<file path="src/rtl/uart_pkg.sv">
// uart_pkg: shared types and helpers for the parametrised UART blocks.
// Provides FSM state encoding, parity mode constants and majority vote.
package uart_pkg;

  typedef enum logic [2:0] {
    ST_IDLE,
    ST_START,
    ST_DATA,
    ST_PARITY,
    ST_STOP
  } state_e;

  localparam int PARITY_NONE = 0;
  localparam int PARITY_EVEN = 1;
  localparam int PARITY_ODD  = 2;

  function automatic logic maj3(
    input logic a,
    input logic b,
    input logic c
  );
    return (a & b) | (a & c) | (b & c);
  endfunction

endpackage

</file>
<file path="src/rtl/uart_tick_gen.sv">
// uart_tick_gen: oversample tick generator, one o_tick every i_div clocks.
// Ports: i_restart clears the count and latches i_div (0 treated as 1).
module uart_tick_gen #(
  parameter int NB_DIV = 16
) (
  input  logic              i_clk,
  input  logic              i_rst_n,
  input  logic              i_restart,
  input  logic [NB_DIV-1:0] i_div,
  output logic              o_tick
);

  logic [NB_DIV-1:0] cnt_q, cnt_d;
  logic [NB_DIV-1:0] div_q, div_d;
  logic              wrap;

  always_comb begin
    div_d = div_q;
    wrap  = (cnt_q == div_q - NB_DIV'(1));
    cnt_d = wrap ? '0 : cnt_q + NB_DIV'(1);
    if (i_restart) begin
      cnt_d = '0;
      div_d = (i_div == '0) ? NB_DIV'(1) : i_div;
    end
  end

  assign o_tick = wrap & ~i_restart;

  always_ff @(posedge i_clk or negedge i_rst_n) begin
    if (!i_rst_n) begin
      cnt_q <= '0;
      div_q <= NB_DIV'(1);
    end else begin
      cnt_q <= cnt_d;
      div_q <= div_d;
    end
  end

endmodule

</file>
<file path="src/rtl/uart_rx_param.sv">
// uart_rx_param: parametrised UART receiver, majority-voted, valid/ready out.
// Ports: i_rx serial in, i_div tick divisor, o_data/o_valid/i_ready + flags.
module uart_rx_param #(
  parameter int NB_DATA     = 8,
  parameter int OVERSAMPLE  = 16,
  parameter int NB_DIV      = 16,
  parameter int PARITY_MODE = 0,
  parameter int NB_STOP     = 1
) (
  input  logic               i_clk,
  input  logic               i_rst_n,
  input  logic               i_en,
  input  logic [NB_DIV-1:0]  i_div,
  input  logic               i_rx,
  input  logic               i_ready,
  output logic [NB_DATA-1:0] o_data,
  output logic               o_valid,
  output logic               o_frame_err,
  output logic               o_parity_err,
  output logic               o_overrun,
  output logic               o_busy
);

  import uart_pkg::*;

  localparam int SW = $clog2(OVERSAMPLE);
  localparam int BW = (NB_DATA > 1) ? $clog2(NB_DATA) : 1;

  localparam logic [SW-1:0] S_V0  = SW'(OVERSAMPLE / 2 - 1);
  localparam logic [SW-1:0] S_V1  = SW'(OVERSAMPLE / 2);
  localparam logic [SW-1:0] S_V2  = SW'(OVERSAMPLE / 2 + 1);
  localparam logic [SW-1:0] S_END = SW'(OVERSAMPLE - 1);
  localparam logic [BW-1:0] B_LAST = BW'(NB_DATA - 1);
  localparam logic          STOP_LAST = 1'(NB_STOP - 1);
  localparam logic          PAR_INV = (PARITY_MODE == PARITY_ODD);

  state_e state_q, state_d;

  logic rx_s1_q, rx_s2_q, rx_prev_q;

  logic [SW-1:0]      samp_q, samp_d;
  logic [BW-1:0]      bit_q, bit_d;
  logic               stop_q, stop_d;
  logic               s0_q, s0_d;
  logic               s1_q, s1_d;
  logic [NB_DATA-1:0] shift_q, shift_d;
  logic               ferr_q, ferr_d;
  logic               perr_q, perr_d;

  logic [NB_DATA-1:0] data_q, data_d;
  logic               valid_q, valid_d;
  logic               oferr_q, oferr_d;
  logic               operr_q, operr_d;
  logic               ovr_q, ovr_d;

  logic tick, restart, fall, vote;
  logic vote_tick, end_tick;
  logic done, done_ferr;

  uart_tick_gen #(
    .NB_DIV (NB_DIV)
  ) u_tick (
    .i_clk     (i_clk),
    .i_rst_n   (i_rst_n),
    .i_restart (restart),
    .i_div     (i_div),
    .o_tick    (tick)
  );

  assign fall      = rx_prev_q & ~rx_s2_q;
  assign vote      = maj3(s0_q, s1_q, rx_s2_q);
  assign vote_tick = tick && (samp_q == S_V2);
  assign end_tick  = tick && (samp_q == S_END);

  always_comb begin
    state_d   = state_q;
    samp_d    = samp_q;
    bit_d     = bit_q;
    stop_d    = stop_q;
    s0_d      = s0_q;
    s1_d      = s1_q;
    shift_d   = shift_q;
    ferr_d    = ferr_q;
    perr_d    = perr_q;
    restart   = 1'b0;
    done      = 1'b0;
    done_ferr = ferr_q | ~vote;

    if (tick) begin
      samp_d = (samp_q == S_END) ? '0 : samp_q + SW'(1);
      if (samp_q == S_V0) s0_d = rx_s2_q;
      if (samp_q == S_V1) s1_d = rx_s2_q;
    end

    if (!i_en) begin
      state_d = ST_IDLE;
    end else begin
      unique case (state_q)
        ST_IDLE: begin
          if (fall) begin
            state_d = ST_START;
            restart = 1'b1;
            samp_d  = '0;
            ferr_d  = 1'b0;
            perr_d  = 1'b0;
          end
        end
        ST_START: begin
          if (vote_tick && vote) begin
            state_d = ST_IDLE;
          end else if (end_tick) begin
            state_d = ST_DATA;
            bit_d   = '0;
          end
        end
        ST_DATA: begin
          if (vote_tick) begin
            shift_d = {vote, shift_q[NB_DATA-1:1]};
          end
          if (end_tick) begin
            if (bit_q == B_LAST) begin
              state_d = (PARITY_MODE != PARITY_NONE)
                      ? ST_PARITY : ST_STOP;
              stop_d  = 1'b0;
            end else begin
              bit_d = bit_q + BW'(1);
            end
          end
        end
        ST_PARITY: begin
          if (vote_tick) begin
            perr_d = vote ^ (^shift_q) ^ PAR_INV;
          end
          if (end_tick) begin
            state_d = ST_STOP;
            stop_d  = 1'b0;
          end
        end
        ST_STOP: begin
          if (vote_tick) begin
            if (!vote) ferr_d = 1'b1;
            // Completing at mid-stop lets the next start edge be caught.
            if (stop_q == STOP_LAST) begin
              done    = 1'b1;
              state_d = ST_IDLE;
            end
          end else if (end_tick) begin
            stop_d = 1'b1;
          end
        end
        default: state_d = ST_IDLE;
      endcase
    end
  end

  always_comb begin
    data_d  = data_q;
    valid_d = valid_q;
    oferr_d = oferr_q;
    operr_d = operr_q;
    ovr_d   = ovr_q;
    if (valid_q && i_ready) begin
      valid_d = 1'b0;
      ovr_d   = 1'b0;
    end
    if (done) begin
      if (!valid_q || i_ready) begin
        data_d  = shift_q;
        oferr_d = done_ferr;
        operr_d = perr_q;
        valid_d = 1'b1;
      end else begin
        ovr_d = 1'b1;
      end
    end
  end

  always_ff @(posedge i_clk or negedge i_rst_n) begin
    if (!i_rst_n) begin
      state_q   <= ST_IDLE;
      rx_s1_q   <= 1'b1;
      rx_s2_q   <= 1'b1;
      rx_prev_q <= 1'b1;
      samp_q    <= '0;
      bit_q     <= '0;
      stop_q    <= 1'b0;
      s0_q      <= 1'b1;
      s1_q      <= 1'b1;
      shift_q   <= '0;
      ferr_q    <= 1'b0;
      perr_q    <= 1'b0;
      data_q    <= '0;
      valid_q   <= 1'b0;
      oferr_q   <= 1'b0;
      operr_q   <= 1'b0;
      ovr_q     <= 1'b0;
    end else begin
      state_q   <= state_d;
      rx_s1_q   <= i_rx;
      rx_s2_q   <= rx_s1_q;
      rx_prev_q <= rx_s2_q;
      samp_q    <= samp_d;
      bit_q     <= bit_d;
      stop_q    <= stop_d;
      s0_q      <= s0_d;
      s1_q      <= s1_d;
      shift_q   <= shift_d;
      ferr_q    <= ferr_d;
      perr_q    <= perr_d;
      data_q    <= data_d;
      valid_q   <= valid_d;
      oferr_q   <= oferr_d;
      operr_q   <= operr_d;
      ovr_q     <= ovr_d;
    end
  end

  assign o_data       = data_q;
  assign o_valid      = valid_q;
  assign o_frame_err  = oferr_q;
  assign o_parity_err = operr_q;
  assign o_overrun    = ovr_q;
  assign o_busy       = (state_q != ST_IDLE);

endmodule

</file>
<file path="config.mk">
export PLATFORM = sky130hd
export DESIGN_NAME = uart_rx_param
export DESIGN_NICKNAME = d
export VERILOG_FILES = /design/src/rtl/uart_pkg.sv /design/src/rtl/uart_tick_gen.sv /design/src/rtl/uart_rx_param.sv
export SDC_FILE = /design/constraint.sdc
export NUM_CORES = 1
export LEC_CHECK = 0
export ABC_CLOCK_PERIOD_IN_PS = 6200
export CAP_MARGIN = 10
export CORE_UTILIZATION = 23
export DETAILED_ROUTE_END_ITERATION = 10
export GPL_ROUTABILITY_DRIVEN = 0
export HOLD_SLACK_MARGIN = 0.08
export PLACE_DENSITY = 0.39
export SLEW_MARGIN = 15
export SYNTH_ARGS = -nofsm -noshare
export SYNTH_HDL_FRONTEND = slang
export SYNTH_SLANG_ARGS = --single-unit
</file>
<file path="constraint.sdc">
create_clock -name i_clk -period 6.2 [get_ports i_clk]
set_input_delay 1.24 -clock i_clk [delete_from_list [all_inputs] [get_ports i_clk]]
set_output_delay 1.24 -clock i_clk [all_outputs]
set_load 0.02 [all_outputs]
</file>
==> results of run 1 <==
==> registers in the layout, summed over array words and instances, names as in the netlist, 3 cells and up <==
| signal | flops |
|---|---|
| u_tick.div_q | 16 |
| bit_q | 3 |
| samp_q | 4 |
| shift_q | 8 |
| state_q | 3 |
| u_tick.cnt_q | 16 |
| o_data | 8 |
==> stage by stage <==
step	area, um^2	power [W]	utilization	hold WS (ps)
global route	4697	0.001350	0.2853	360.8
global placement	4398	0.0007637	0.2671	345.8
floorplan	3864	0.0006944	-	345.2
finish	4697	0.001279	0.2853	355.4
CTS	4697	0.001299	0.2853	356.4
detailed placement	4398	0.0007646	0.2671	347.2
==> kinds of logic (layout without fill, tap and decap cells) <==
logic type,count (synthesis),after routing
xor+xnor,42,42
buf+inv,34,65
fa+ha+maj,8,8
flops,70,70
compound gates,41,41
mux,25,25
simple gates,190,190
==> routing by layer <==
metal | part of all wire | routed length, um | vias to the layer above | track usage
met1 | 0.54 | 4961 | 1437 | 0.1646
li1 | - | - | 1488 | -
met5 | 0 | 0 | - | 0
met2 | 0.41 | 3828 | 50 | 0.1675
met4 | 0.019 | 178 | 0 | 0.05620
met3 | 0.028 | 257 | 11 | 0.02160
==> worst max-delay path, stage by stage (launching register included) <==
cell and delay [ps]:
dfrtp_1 410, inv_1 90, ha_1 250, or4b_1 610, or4b_1 540, a21o_1 180
a32oi_1 190, nand4b_2 530, nor4_4 840, mux2_2 410
==> cell usage in the layout (no fill, tap or decap), types with 13 or more instances in the layout <==
cell / netlist / final
clkdlybuf4s50_1: 0 / 32
nand2_1: 66 / 66
xor2_1: 13 / 13
dfrtp_1: 64 / 64
nand3_1: 16 / 16
nor2_1: 39 / 39
mux2_2: 20 / 20
nor3_1: 13 / 13
inv_1: 15 / 15
xnor2_1: 29 / 29
==> final cells by class <==
cell class,count,share of cell area
clock buffer,10,0.04875
sequential,70,0.3745
multi-input combinational,306,0.4204
inverter,15,0.01199
tap,220,0.05860
clock inverter,6,0.01492
timing repair buffer,34,0.07086
==> final timing paths <==
| path | slack [ps] | depth (start not counted) | startpoint | to |
|---|---|---|---|---|
| worst max-delay path | 2030 | 9 | u_tick.div_q[1]$_DFFE_PN0P_ | o_frame_err$_DFFE_PN0P_ |
| worst min-delay path | 360 | 0 | rx_s1_q$_DFF_PN1_ | rx_s2_q$_DFF_PN1_ |
| worst max register to register | 2030 | 9 | u_tick.div_q[1]$_DFFE_PN0P_ | o_frame_err$_DFFE_PN0P_ |
| worst min register to register | 360 | 0 | rx_s1_q$_DFF_PN1_ | rx_s2_q$_DFF_PN1_ |
| max in group asynchronous | 4490 | 2 | i_rst_n | u_tick.div_q[5]$_DFFE_PN0P_ |
| min in group asynchronous | 1120 | 2 | i_rst_n | bit_q[1]$_DFFE_PN0P_ |
==> report_power, final <==
part	total (W)	switching, W	internal [W]
clock	0.000523	0.000210	0.000314
combinational	0.000201	0.000111	0.0000897
sequential	0.000555	0.0000608	0.000495
==> flow_metrics.tcl, run 1 <==
set metrics [dict create \
    crit_type "reg -> reg" \
    crit_arrival_ps 4400 \
    clkLatencyLatePin_ps 340 \
    synth_compound_area_frac 0.07513 \
    hold_viol 0 \
    synth_top_cell_area_share 0.4145 \
    dr.pass1.iters 4 \
    dieHeight_um 131.6 \
    routedWlPerCell_um 13.96 \
    root_buffer "clkbuf_16" \
    synth_edf_count 0 \
    synth_most_common_cell "nand2_1" \
    ir_worst_vdd_mv 0.09209 \
    overflow 0 \
    drtAntennaViolNets 0 \
    synth_fa_ha_area_frac 0.02526 \
    slew_violations 0 \
    drtIter0Drc 149 \
    die-area_um2 17320 \
    power.leakage_nw 1.963 \
    grt_usage 0.1159 \
    synth_cell_types 53 \
    post-route-drc-count 0 \
    grt_pass1_wl_um 15760 \
    grt_pass1_vias 3034 \
    cts_setup_buffers 0 \
    clock_path_buffers 2 \
    yosysSeqAreaShare 0.4553 \
    max_freq_mhz 239.7 \
    outcome "completed" \
    via_per_inst 4.517 \
    synth_seq_cells 70 \
    grt_max_degree 71 \
    path_clk_slew_ps 60 \
    rsz0062_at_grt "no" \
    async_flop_share 1.000 \
    wl_um 9226 \
    yosys-top-cells-area "dfrtp_1, xnor2_1, nand2_1" \
    syn_area_um2 3864 \
    seqCellArea_um2 1759 \
    finalSetupViolCount 0 \
    rows 47 \
    port_buffers 33 \
    finalCriticalPeriod_ps 4171 \
    pwr_density_cell_nw_per_um2 272.4 \
    cts_max_level 3 \
    fin_tns_setup_ps 0 \
    required_ps 6430 \
    syn_nets 438 \
    ios 34 \
    drive_gt1_frac 0.1111 \
    setup_ws_ps 2029 \
    cp_max_fo 22 \
    yosys.area_share.simple 0.2438 \
    core_area_um2 16470 \
    cts_buffers 9 \
    area_delta_synth_final_pct 21.57 \
    postCtsHoldBufs 0 \
    synth_cells 410 \
    syn_avg_cell_area_um2 9.424 \
    nFillCells 1770 \
    yosys-mux-area-fraction 0.07157 \
    crit_path_start_kind "register" \
    dp_cells 645 \
    synth_commonest_cells "nand2_1, dfrtp_1, nor2_1, xnor2_1, mux2_2" \
    initial_core_util 0.2347 \
    multi_input_area_um2 1974 \
    yosys_warnings 0 \
    antenna_found_initial 0 \
    maxCapViolCount 0 \
    cts_tree "yes" \
    skew_ps 8.145 \
    num-nets-final 464 \
    worst_pin_slew_ps 914.2 \
    vias 2986 \
    crit_path_end_kind "register" \
    instances_no_fill 661 \
    numClockSinks 70 \
    hold_path_class "reg -> reg" \
    post-place-ws_ps 1860 \
    die_x_um 131.6 \
    max-slew-margin-rel 0.3905 \
    ctsResizeCount 0 \
    ys.flop_type "dfrtp_1" \
    hpwl_um 6700 \
    yosys.area.top_type "dfrtp_1" \
    synth_top_family_by_area "simple AND/OR/NAND/NOR gates" \
    antennaDiodeCount 0 \
    synth-xor-area-share 0.09521 \
    fin_crit_sh 0.6728 \
]
Power figures use the tool's default switching activity.
==> inputs of run 2 (changes only) <==
--- a/config.mk
+++ b/config.mk
@@ -5,13 +5,13 @@
 export SDC_FILE = /design/constraint.sdc
 export NUM_CORES = 1
 export LEC_CHECK = 0
-export ABC_CLOCK_PERIOD_IN_PS = 6200
+export ABC_CLOCK_PERIOD_IN_PS = 3700
 export CAP_MARGIN = 10
 export CORE_UTILIZATION = 23
 export DETAILED_ROUTE_END_ITERATION = 10
 export GPL_ROUTABILITY_DRIVEN = 0
 export HOLD_SLACK_MARGIN = 0.08
-export PLACE_DENSITY = 0.39
+export PLACE_DENSITY = 0.4
 export SLEW_MARGIN = 15
 export SYNTH_ARGS = -nofsm -noshare
 export SYNTH_HDL_FRONTEND = slang
==> constraint.sdc (replaced) <==
create_clock -name i_clk -period 3.7 [get_ports i_clk]
set_input_delay 0.74 -clock i_clk [delete_from_list [all_inputs] [get_ports i_clk]]
set_output_delay 0.74 -clock i_clk [all_outputs]
set_load 0.02 [all_outputs]
==> flow_metrics.tcl, run 2 (synthesis gave the netlist of run 1 again) <==
set metrics [dict create \
    outcome "completed" \
    grt_usage 0.1204 \
    rows 47 \
    path_clk_slew_ps 60 \
    path_delay_family "simple AND/OR/NAND/NOR gates" \
    initial_core_util 0.2347 \
    post-route-drc-count 0 \
    dr.pass1.iters 4 \
    cts_max_level 3 \
    drtAntennaViolNets 0 \
    antennaDiodeCount 0 \
    final_core_util 0.2897 \
    rr_worst_depth 11 \
    nFillCells 1789 \
    cp_cell_sequence "inv_1, ha_1, or4b_1, or4b_1, a21o_1, a32oi_1, nand4b_4, buf_4, nor4_1, buf_4, mux2_2" \
    drtIter0Drc 208 \
    skew_ps 6.707 \
    reg_top3 "u_tick.cnt_q x16, u_tick.div_q x16" \
    holdPathStages 0 \
    wl_um 9465 \
    die_x_um 131.6 \
    final_common_cell "nand2_1" \
    crit_type "reg -> reg" \
    finalSetupViolCount 0 \
    root_buffer "clkbuf_16" \
    die-area_um2 17320 \
    ios 34 \
    drive_gt1_frac 0.1350 \
    core_area_um2 16470 \
    max-slew-margin-rel 0.3941 \
    power.leakage_nw 2.024 \
    grt_pass1_vias 3035 \
    antenna_found_initial 0 \
    most-common-layout-cells "nand2_1, dfrtp_1, nor2_1" \
    area_delta_synth_final_pct 23.48 \
    r2r-start "u_tick.div_q[1]$_DFFE_PN0P_" \
    path_buf_inv 3 \
    slowest_delay_ps 530 \
    vias 3032 \
    cts_buffers 9 \
    grt_max_degree 71 \
    crit_path_start_kind "register" \
    postCtsHoldBufs 0 \
    placed_cell_area_um2 4481 \
    slowest_stage "or4b_1" \
    dieHeight_um 131.6 \
    fin_tns_setup_ps 0 \
    cts_tree "yes" \
    via_per_inst 4.512 \
    num-nets-final 475 \
    pwr_density_cell_nw_per_um2 442.9 \
    hp-start "rx_s1_q$_DFF_PN1_" \
    cp_num_cells 11 \
    hold_viol 0 \
    port_buffers 33 \
    overflow 0 \
    cp-startpoint "u_tick.div_q[1]$_DFFE_PN0P_" \
    clkLatencyLatePin_ps 340 \
    grt_pass1_wl_um 16210 \
    hold_path_class "reg -> reg" \
    crit_path_end_kind "register" \
    numClockSinks 70 \
    finalInstanceArea_um2 4771 \
    cts_setup_buffers 0 \
    cp_max_fo 10 \
    required_ps 3970 \
    ir_worst_vdd_mv 0.2000 \
    hpwl_um 6879 \
    slew_violations 0 \
    max_freq_mhz 286.8 \
    maxCapViolCount 0 \
    worst_pin_slew_ps 908.9 \
    fin_crit_sh 0.9424 \
    crit_arrival_ps 3760 \
    finalCriticalPeriod_ps 3487 \
    rsz0062_at_grt "no" \
    routedWlPerCell_um 14.08 \
    ctsResizeCount 0 \
    clock_path_buffers 2 \
]
## run 2: cell count changes in the layout (fill, tap and decap cells not counted), sizes merged
cell and delta:
buf +11, clkinv +2, clkinvlp -2, inv +2
bufinv -1, clkbuf -1
## run 2: worst paths after layout
kind	endpoint	slack [ps]
max	s0_q$_DFFE_PN1P_	210
max reg2reg	s0_q$_DFFE_PN1P_	210
min	rx_s2_q$_DFF_PN1_	360
max in group asynchronous	u_tick.div_q[4]$_DFFE_PN0P_	2500
min reg2reg	rx_s2_q$_DFF_PN1_	360
min in group asynchronous	bit_q[2]$_DFFE_PN0P_	600
## run 2: layer usage
| metal | share of wire | up-vias | GRT usage |
|---|---|---|---|
| met5 | 0 | - | 0 |
| li1 | - | 1495 | - |
| met4 | 0.025 | 0 | 0.06589 |
| met2 | 0.42 | 67 | 0.1696 |
| met3 | 0.041 | 18 | 0.02238 |
| met1 | 0.51 | 1452 | 0.1717 |
## run 2: area by class of cell
cell class,instances,area (um^2),share of cell area
clock inverters,7,56.30,0.01180
flip-flops and latches,70,1759,0.3687
multi-input cells,306,1983,0.4157
inverters,15,56.30,0.01180
repair buffers,45,415.4,0.08707
well taps,220,275.3,0.05770
clock buffers,9,225.2,0.04721
## run 2: power breakdown
group	switching (W)	internal [W]	total [W]
clock	0.000357	0.000461	0.000818
combinational	0.000193	0.000164	0.000357
sequential	0.000109	0.000829	0.000938
total	0.000659	0.00145	0.00211
## run 2: through the flow
step / setup slack, ps / std cells / total power, W / hold slack, ps
6_report: 212.9 / 672 / 0.002113 / 355.5
5_1_grt: 28.99 / 672 / 0.002237 / 360.7
4_1_cts: 191.0 / 672 / 0.002146 / 356.5
3_5_place_dp: 206.5 / 656 / 0.001306 / 347.5
3_3_place_gp: 283.1 / 656 / 0.001305 / 353.1
2_1_floorplan: 380.5 / 410 / 0.001164 / 345.2
==> inputs of run 3 (changes only) <==
--- a/config.mk
+++ b/config.mk
@@ -7,12 +7,13 @@
 export LEC_CHECK = 0
 export ABC_CLOCK_PERIOD_IN_PS = 3700
 export CAP_MARGIN = 10
-export CORE_UTILIZATION = 23
+export CORE_UTILIZATION = 52
 export DETAILED_ROUTE_END_ITERATION = 10
 export GPL_ROUTABILITY_DRIVEN = 0
 export HOLD_SLACK_MARGIN = 0.08
-export PLACE_DENSITY = 0.4
+export PLACE_DENSITY = 0.76
 export SLEW_MARGIN = 15
 export SYNTH_ARGS = -nofsm -noshare
 export SYNTH_HDL_FRONTEND = slang
+export SYNTH_HIERARCHICAL = 1
 export SYNTH_SLANG_ARGS = --single-unit
==> flow_metrics.tcl, run 3 <==
set metrics [dict create \
    synth_commonest_cells "dfrtp_1, mux2_2, nor3_1, nand2_1, nor2_1" \
    reg_top3 "u_tick/cnt_q x16, u_tick/div_q x16" \
    p_total_w 0.001935 \
    drive_gt1_frac 0.2109 \
    crit_path_end_kind "register" \
    die-area_um2 7718 \
    dieHeight_um 87.85 \
    finalSetupViolCount 0 \
    required_ps 3930 \
    post-route-drc-count 0 \
    slowest_stage "dfstp_2" \
    area_delta_synth_final_pct 17.83 \
    most-common-layout-cells "dfrtp_1, mux2_2, clkdlybuf4s50_1" \
    drtAntennaViolNets 0 \
    grt_max_degree 44 \
    ios 34 \
    numClockSinks 70 \
    finalCriticalPeriod_ps 3500 \
    maxCapViolCount 0 \
    nFillCells 539 \
    antenna_found_initial 0 \
    cp_num_cells 13 \
    core_area_um2 6944 \
    critPathCapture "o_data[5]$_DFFE_PN0P_" \
    power.leakage_nw 1.916 \
    cts_tree "yes" \
    vias 2915 \
    wl_um 8240 \
    die_x_um 87.85 \
    hpwl_um 5939 \
    cp_max_fo 10 \
    synth_cells 359 \
    placed_cell_area_um2 4259 \
    port_buffers 33 \
    crit_path_start_kind "register" \
    rr_worst_depth 13 \
    ir_worst_vdd_mv 0.3190 \
    async_flop_share 1.000 \
    yosysSeqAreaShare 0.4590 \
    fin_crit_sh 0.9459 \
    crit_arrival_ps 3730 \
    final_common_cell "dfrtp_1" \
    max_freq_mhz 285.7 \
    max-slew-margin-rel 0.5606 \
    outcome "completed" \
    synth_most_common_cell "dfrtp_1" \
    syn_area_um2 3832 \
    antennaDiodeCount 0 \
    path_delay_family "simple AND/OR/NAND/NOR gates" \
    yosys_warnings 6 \
    cp-startpoint "u_tick/div_q[0]$_DFFE_PN1P_" \
    yosys-top-cells-area "dfrtp_1, mux2_2, dfstp_2" \
    clkLatencyLatePin_ps 350 \
    syn_nets 387 \
    slew_violations 0 \
    rows 30 \
    grt_pass1_vias 2912 \
    synth_edf_count 0 \
    synth_cell_types 58 \
    grt_usage 0.2382 \
    slowest_delay_ps 580 \
    crit_type "reg -> reg" \
    cp_cell_sequence "inv_1, ha_1, nor3b_2, and4_1, or4_1, o311a_1, nor4_4, nor2b_4, and4b_2, nand3b_4, a21oi_4, buf_12, mux2_2" \
    path_clk_slew_ps 80 \
    synth_top_cell_area_share 0.4179 \
    hold_path_class "in -> async" \
    ys.flop_type "dfrtp_1" \
    worst_pin_slew_ps 654.1 \
    skew_ps 10.92 \
    yosys.area.top_type "dfrtp_1" \
    initial_core_util 0.5519 \
    dr.pass1.iters 4 \
    routedWlPerCell_um 16.51 \
    ff2ff_setup_slack_ps 200 \
    num-nets-final 426 \
    finalInstanceArea_um2 4516 \
    synth_seq_cells 70 \
    via_per_inst 5.842 \
    grt_pass1_wl_um 13970 \
    regToRegEndpoint "o_data[5]$_DFFE_PN0P_" \
    hold_viol 0 \
    pwr_density_cell_nw_per_um2 428.6 \
    r2r-start "u_tick/div_q[0]$_DFFE_PN1P_" \
    overflow 0 \
    final_core_util 0.6503 \
    cts_buffers 9 \
    cts_max_level 3 \
    syn_avg_cell_area_um2 10.68 \
    clock_path_buffers 2 \
    path_buf_inv 2 \
    drtIter0Drc 129 \
    root_buffer "clkbuf_8" \
]
-- run 3: kinds of logic (layout without fill, tap and decap cells) --
| logic type | count (synthesis) | in the layout | synth area share |
|---|---|---|---|
| buffers and inverters | 34 | 78 | 0.04146 |
| multiplexers | 37 | 37 | 0.1074 |
| XOR/XNOR | 32 | 32 | 0.07672 |
| flip-flops | 70 | 70 | 0.4590 |
| adder cells (fa/ha/maj) | 8 | 8 | 0.02546 |
| AO/OA/AOI/OAI | 45 | 45 | 0.08358 |
| AND/OR/NAND/NOR | 133 | 133 | 0.2063 |
-- run 3: worst min-delay path by stage --
stage | start | to
2_1_floorplan | rx_s1_q$_DFF_PN1_ | rx_s2_q$_DFF_PN1_
3_3_place_gp | rx_s1_q$_DFF_PN1_ | rx_s2_q$_DFF_PN1_
3_5_place_dp | rx_s1_q$_DFF_PN1_ | rx_s2_q$_DFF_PN1_
4_1_cts | i_rst_n | stop_q$_DFFE_PN0P_
5_1_grt | i_rst_n | stop_q$_DFFE_PN0P_
6_report | i_rst_n | stop_q$_DFFE_PN0P_
-- run 3: where the power goes --
group	internal [W]	switching [W]	leakage [nW]
Clock	0.000321	0.000322	0.102
Sequential	0.000836	0.000115	0.916
Combinational	0.000169	0.000172	0.897
-- run 3: metrics by stage --
stage | worst slack (ps) | hold WS, ps | std cells | setup TNS, ps
2_1_floorplan | 1.603 | 345.2 | 359 | 0
3_3_place_gp | 196.6 | 345.7 | 480 | 0
3_5_place_dp | 85.19 | 351.3 | 480 | 0
4_1_cts | 72.93 | 150.5 | 496 | 0
5_1_grt | -8.665 | 145.6 | 499 | -8.665
6_report | 200.1 | 164.0 | 499 | 0
-- run 3: cell type report --
class	instances	area [um^2]	share of cell area
repair buffers	46	435.4	0.09643
clock buffers	9	123.9	0.02743
clock inverters	7	80.08	0.01773
flip-flops and latches	70	1759	0.3896
multi-input cells	255	1937	0.4289
well taps	96	120.1	0.02660
inverters	16	60.06	0.01330
-- run 3: metal layers --
metal | GRT usage | vias to the layer above | wire, um
li1 | - | 1387 | -
met1 | 0.2919 | 1446 | 3570
met2 | 0.4116 | 70 | 4258
met3 | 0.03393 | 12 | 246
met4 | 0.1177 | 0 | 164
met5 | 0 | - | 0
-- run 3: timing repair --
item | 4_1_cts | 5_1_grt
setup buffers | 0 | 3
hold buffers | 0 | 0
setup endpoints to repair | 0 | 13
resized for setup | 0 | 5
